**src/rtl/catalog_pkg.sv**
```systemverilog
// Shared helpers for catalog buffering elements.
// Pointer sizing for wrap-bit FIFOs.
package catalog_pkg;

  function automatic int ptr_w(input int depth);
    return $clog2(depth) + 1;
  endfunction

endpackage

```
**src/rtl/fifo_sync_if.sv**
```systemverilog
// Valid/ready handshake bundle for fifo_sync.
// master drives producer/consumer side, slave is the FIFO.
interface fifo_sync_if #(
  parameter int WIDTH = 8
);
  logic             in_valid;
  logic             in_ready;
  logic [WIDTH-1:0] in_data;
  logic             out_valid;
  logic             out_ready;
  logic [WIDTH-1:0] out_data;

  modport master (
    output in_valid, in_data, out_ready,
    input  in_ready, out_valid, out_data
  );

  modport slave (
    input  in_valid, in_data, out_ready,
    output in_ready, out_valid, out_data
  );
endinterface

```
**src/rtl/fifo_mem.sv**
```systemverilog
// DEPTH x WIDTH flop array.
// One synchronous write port, one async read port.
module fifo_mem #(
  parameter int WIDTH = 8,
  parameter int DEPTH = 4,
  parameter int AW    = $clog2(DEPTH)
) (
  input  logic             clk,
  input  logic             we,
  input  logic [AW-1:0]    waddr,
  input  logic [WIDTH-1:0] wdata,
  input  logic [AW-1:0]    raddr,
  output logic [WIDTH-1:0] rdata
);

  logic [WIDTH-1:0] mem [DEPTH];

  always_ff @(posedge clk) begin
    if (we) mem[waddr] <= wdata;
  end

  assign rdata = mem[raddr];

endmodule

```
**src/rtl/fifo_sync.sv**
```systemverilog
// Single-clock show-ahead FIFO with valid/ready on both sides.
// Wrap-bit pointers distinguish full from empty.
module fifo_sync
  import catalog_pkg::*;
#(
  parameter int WIDTH    = 8,
  parameter int DEPTH    = 4,
  parameter int AF_LEVEL = DEPTH - 1
) (
  input  logic                     clk,
  input  logic                     rst,
  input  logic                     clr,
  fifo_sync_if.slave               bus,
  output logic [ptr_w(DEPTH)-1:0]  count,
  output logic                     almost_full
);

  localparam int PW = ptr_w(DEPTH);
  localparam int AW = PW - 1;

  typedef logic [PW-1:0] fptr_t;

  fptr_t rd_ptr;
  fptr_t wr_ptr;
  fptr_t count_n;

  logic             full;
  logic             empty;
  logic             push;
  logic             pop;
  logic [WIDTH-1:0] rdata;

  assign empty = (rd_ptr == wr_ptr);
  assign full  = (rd_ptr[AW-1:0] == wr_ptr[AW-1:0])
              && (rd_ptr[AW] != wr_ptr[AW]);

  assign push = bus.in_valid & ~full;
  assign pop  = ~empty & bus.out_ready;

  assign bus.in_ready  = ~full;
  assign bus.out_valid = ~empty;
  assign bus.out_data  = empty ? '0 : rdata;

  always_comb begin
    count_n = count;
    if (push && !pop)      count_n = count + 1'b1;
    else if (pop && !push) count_n = count - 1'b1;
  end

  always_ff @(posedge clk or posedge rst) begin
    if (rst) begin
      rd_ptr      <= '0;
      wr_ptr      <= '0;
      count       <= '0;
      almost_full <= 1'b0;
    end else if (clr) begin
      rd_ptr      <= '0;
      wr_ptr      <= '0;
      count       <= '0;
      almost_full <= 1'b0;
    end else begin
      if (push) wr_ptr <= wr_ptr + 1'b1;
      if (pop)  rd_ptr <= rd_ptr + 1'b1;
      count       <= count_n;
      almost_full <= (count_n >= fptr_t'(AF_LEVEL));
    end
  end

  // a flushed push must not land in storage
  fifo_mem #(
    .WIDTH (WIDTH),
    .DEPTH (DEPTH),
    .AW    (AW)
  ) u_mem (
    .clk   (clk),
    .we    (push & ~clr),
    .waddr (wr_ptr[AW-1:0]),
    .wdata (bus.in_data),
    .raddr (rd_ptr[AW-1:0]),
    .rdata (rdata)
  );

endmodule

```
**src/flat_wrapper.sv**
```systemverilog
// flat-port wrapper written by rule: the top's interface ports become plain ports
module fifo_sync_flat import catalog_pkg::*;
#(
  parameter int WIDTH    = 8,
  parameter int DEPTH    = 4,
  parameter int AF_LEVEL = DEPTH - 1
)
  (clk, rst, clr, count, almost_full, bus_in_valid, bus_in_data, bus_out_ready, bus_in_ready, bus_out_valid, bus_out_data);
  fifo_sync_if #(.WIDTH(WIDTH)) bus_i ();
  input  logic clk;
  input  logic rst;
  input  logic clr;
  output logic [ptr_w(DEPTH)-1:0] count;
  output logic almost_full;
  input wire logic [$bits(bus_i.in_valid)-1:0] bus_in_valid;
  input wire logic [$bits(bus_i.in_data)-1:0] bus_in_data;
  input wire logic [$bits(bus_i.out_ready)-1:0] bus_out_ready;
  output wire logic [$bits(bus_i.in_ready)-1:0] bus_in_ready;
  output wire logic [$bits(bus_i.out_valid)-1:0] bus_out_valid;
  output wire logic [$bits(bus_i.out_data)-1:0] bus_out_data;
  assign bus_i.in_valid = bus_in_valid;
  assign bus_i.in_data = bus_in_data;
  assign bus_i.out_ready = bus_out_ready;
  assign bus_in_ready = bus_i.in_ready;
  assign bus_out_valid = bus_i.out_valid;
  assign bus_out_data = bus_i.out_data;
  fifo_sync #(.WIDTH(WIDTH), .DEPTH(DEPTH), .AF_LEVEL(AF_LEVEL)) u_core (.clk(clk), .rst(rst), .clr(clr), .bus(bus_i), .count(count), .almost_full(almost_full));
endmodule
```
**config.mk**
```make
export PLATFORM = sky130hd
export DESIGN_NAME = fifo_sync_flat
export DESIGN_NICKNAME = d
export VERILOG_FILES = /design/src/rtl/catalog_pkg.sv /design/src/rtl/fifo_sync_if.sv /design/src/rtl/fifo_mem.sv /design/src/rtl/fifo_sync.sv /design/src/flat_wrapper.sv
export SDC_FILE = /design/constraint.sdc
export NUM_CORES = 1
export LEC_CHECK = 0
export CORE_ASPECT_RATIO = 1.5
export CORE_UTILIZATION = 30
export CTS_BUF_LIST = sky130_fd_sc_hd__clkbuf_16
export CTS_CLUSTER_DIAMETER = 40
export DETAILED_ROUTE_END_ITERATION = 8
export PLACE_DENSITY_LB_ADDON = 0.2
export SKIP_LAST_GASP = 1
export SYNTH_ARGS = -nofsm -noshare
export SYNTH_HDL_FRONTEND = slang
export SYNTH_SLANG_ARGS = --single-unit
```
**constraint.sdc**
```tcl
create_clock -name clk -period 2.5 [get_ports clk]
set_input_delay 0.5 -clock clk [delete_from_list [all_inputs] [get_ports clk]]
set_output_delay 0.5 -clock clk [all_outputs]
set_load 0.03 [all_outputs]
```
==> impl.org <==
** Synth
- Post-Syn Nets :: 154
- Post-Synthesis Cell Area :: 2000 um^2
- The share of synthesized area in the top cell type comes to 0.479.
- Count of yosys warnings during synthesis :: 0
- Yosys reg bits :: 42
- Dominant cells by area after synthesis :: edfxtp_1, dfrtp_1, mux4_1, ha_1, and2_1
- Average footprint of a synthesized cell :: 15.0 um^2
- Sequential cell area fraction in the yosys report :: 0.604
- Number of instances in the synthesized netlist :: 134
- Of all flip-flops after synthesis, the portion carrying an async set or reset was 0.238.
- Number of flops mapped to enable cells by yosys :: 32
- For this run, the leading register cell type out of synthesis is edfxtp_1.
- The biggest area contributor in the post-synthesis netlist is edfxtp_1.
- Counting distinct cell types in the post-synthesis netlist gives 30.

** Worst setup path
- Critical register-to-register path startpoint :: u_core.rd_ptr[1]$_DFFE_PP0P_
- End of the worst register-to-register path :: u_core.almost_full$_DFF_PP0_
- In this run the worst setup path begins at u_core.rd_ptr[0]$_DFFE_PP0P_.
- The worst setup path is launched from a register.
- STA puts the critical path data required time at 2000 ps.
- Number of logic stages on the critical path including buffering :: 4
- Together, buffers and inverters on the worst path number 2.
- In this run the worst path has a maximum fanout of 5.
- Across all register-to-register paths, the minimum setup slack is 440 ps.
- Worst-path cell chain :: buf_4 -> mux4_1 -> and2_1 -> dlygate4sd2_1
- On the critical path the largest part of the delay comes from multiplexers.
- Timing endpoint of the critical path :: bus_out_data[3]
- Delay of the slowest critical-path stage :: 550 ps
- FF-to-FF path depth :: 6
- The critical path in this run is classified as register to primary output.
- STA classifies the critical path endpoint as a primary output.
- Cell with the biggest individual delay on the critical path :: mux4_1
- STA puts the critical path data arrival time at 1930 ps.

** Die
- Rows :: 36
- The initial utilization of the core area, before any placement, comes to 0.309.
- Area inside the core boundary :: 6490 um^2
- The floorplan step defined a die boundary enclosing 7020 um^2.
- Number of ports placed on the die boundary :: 27
- Die outline width :: 68.7 um
- Y dimension of the die :: 102 um

** Run status
- The flow ran to the end, and the final reports show no timing, DRC or antenna violations.

** Clocking
- Clock Latency Late Sink :: 280 ps
- In this run the number of H-tree levels came out at 2.
- Clock tree synthesis inserted a total of 5 buffers.
- Clock tree synthesis found a total of 42 sinks.
- Clock root cell :: clkbuf_16
- The number of hold buffers added after CTS was 0.
- Maximum number of buffers from clock root to sink :: 2
- After clock tree synthesis, the clock-pin slew on the worst setup and hold paths is 60 ps.
- TritonCTS clock tree :: built

** Drt
- The routed layout has 1,212 vias.
- Before antenna repair, the detailed router went through 4 iterations.
- Number of nets with antenna violations after detailed routing :: 0
- After detailed routing, the total wire length is 3930 um.
- Post-DR vias/cell :: 4.81
- In the routed design, unresolved DRC markers number 0.
- In this run, the number of DRC markers left after iteration 0 of detailed routing was 44.
- Dividing the detail-routed wire length by the instance count gives 15.6 um.

** Power
- The internal power of the cells totals 1.46 mW.
- The analysis attributes to cell leakage a power of 1.02 nW.
- Share of total power in sequential cells :: 0.390
- Of the total power, the share spent switching nets is 0.315.
- Switching pwr :: 0.673 mW
- Total power :: 2.14 mW
- Combinational fraction of design power :: 0.331
- Max IR drop VDD :: 0.000466 V
- Clock network power share :: 0.279
- For this design the ratio of total power to cell area is 835 nW/um^2.

** Global route
- GRT met2 Usage :: 0.221
- Entering global routing, the biggest net connects 13 pins.
- Via count of the first global-routing pass :: 1,272
- Wire length of the first global-routing pass :: 6330 um
- GRT Resource Usage Total :: 0.128
- Antenna violations before repair :: 0
- Peak-usage layer in the global routing report :: met2
- In the global route stage, met1 resource usage came out at 0.146.
- Summed over all layers, the global routing overflow is 0.
- Met3 Resource Use GR :: 0.0313

** Timing
- Maximum clock rate :: 411 MHz
- Tightest Pin Transition :: 404 ps
- The worst pin sits at a relative slew slack of 0.730.
- Number of pins exceeding their max-slew limit in the final report :: 0
- Post-layout min period :: 2430 ps
- Unrepaired setup endpoints after global routing :: true
- The total count of hold-check failures in the final report came to 0.
- Final worst clock skew :: 3.96 ps
- Final count of negative-setup-slack endpoints :: 0
- In the finished design, the share of the clock period the worst path needs comes to 0.973.

** Cells and area
- The library cell used most frequently in the layout, excluding fill and tap cells, is edfxtp_1.
- Area growth from synthesis to layout :: 27.8%
- Final standard cell utilization of the core :: 0.395
- Proportion of layout cells with a drive suffix above 1 :: 0.165
- The number of antenna diodes in the final layout is 0.
- Fin area :: 2560 um^2
- Highest-count cells in the layout ignoring fill and taps :: edfxtp_1, clkdlybuf4s50_1, buf_4
- At the end of the flow, the number of nets in the layout was 195.

** Job
- Maximum capacitance violations :: 0

** Placed design
- Routability Congestion :: 0.774
- In this run the tool buffered the top-level ports with 26 buffer cells.
- Placed cell areas :: 2420 um^2
- Once detailed placement completed, the half-perimeter wirelength came to 2860 um.

** Min path
- Worst hold path type :: input pin to asynchronous set/reset pin
[cells in the mapped netlist, drive strengths merged (2+ instances only)]
cell	count
a21oi	4
and2	12
buf	2
clkbuf	4
dfrtp	10
edfxtp	32
ha	7
inv	8
mux4	8
nand2	7
nand3	5
nor2	10
nor3	2
o21ai	2
xnor2	5
xor2	6
[sequential cells by signal, summed over array words and instances, names as in the netlist]
signal	cells
u_core.u_mem.mem	32
u_core.wr_ptr	3
u_core.almost_full	1
u_core.rd_ptr	3
u_core.count	3
[kinds of logic after synthesis]
group           count (synthesis)  share of synthesized area
simple gates                   37                     0.0943
buf+inv                        14                     0.0337
fa+ha+maj                       7                     0.0437
flops                          42                      0.604
compound gates                 14                     0.0512
mux                             9                      0.110
xor+xnor                       11                     0.0630
[metal layers]
metal  wire [um]  up-vias  part of all wire
li1            -      576                 -
met1        1610      600              0.41
met2        2090       26              0.53
met3         129       10             0.033
met4          97        0             0.025
met5           0        -                 0
[worst min-delay path by stage]
stage / from / end / slack [ps] / depth (start not counted)
after floorplan: rst / u_core.almost_full$_DFF_PP0_ / 340 / 1
after global placement: u_core.count[2]$_DFF_PP0_ / u_core.count[2]$_DFF_PP0_ / 580 / 3
after detailed placement: u_core.count[2]$_DFF_PP0_ / u_core.count[2]$_DFF_PP0_ / 610 / 3
after CTS: rst / u_core.almost_full$_DFF_PP0_ / 520 / 2
after global routing: rst / u_core.rd_ptr[1]$_DFFE_PP0P_ / 560 / 2
final: rst / u_core.count[2]$_DFF_PP0_ / 500 / 2
[power by group through the flow]
stage                     registers (mW)  clock network, mW  logic [mW]
after floorplan                    0.888                  0       0.420
final                              0.833              0.597       0.708
after global placement             0.843                  0       0.735
after CTS                          0.833              0.615       0.716
after detailed placement           0.846                  0       0.744
after global routing               0.838              0.643       0.770
[per-stage QoR]
| step | TNS [ps] | setup slack [ps] | hold slack (ps) | cells |
|---|---|---|---|---|
| 2_1_floorplan | 0 | 236 | 340 | 134 |
| 3_3_place_gp | 0 | 34.7 | 578 | 244 |
| 3_5_place_dp | 0 | 69.8 | 608 | 244 |
| 4_1_cts | -7.21 | -7.21 | 518 | 252 |
| 5_1_grt | -5.02 | -5.02 | 557 | 252 |
| 6_report | 0 | 66.6 | 502 | 252 |
[cell type report]
cell class | count | area [um^2]
Timing Repair Buffer | 40 | 355
Sequential cell | 42 | 1210
Clock buffer | 5 | 125
Clock inverter | 3 | 12.5
Inverter | 8 | 30.0
Fill cell | 634 | 3930
Multi-Input combinational cell | 78 | 731
Tap cell | 76 | 95.1
[timing repair]
item,4_1_cts,5_1_grt
gates resized for setup,9,3
setup endpoints to repair,8,9
setup buffers,0,0
Power figures use the tool's default switching activity.
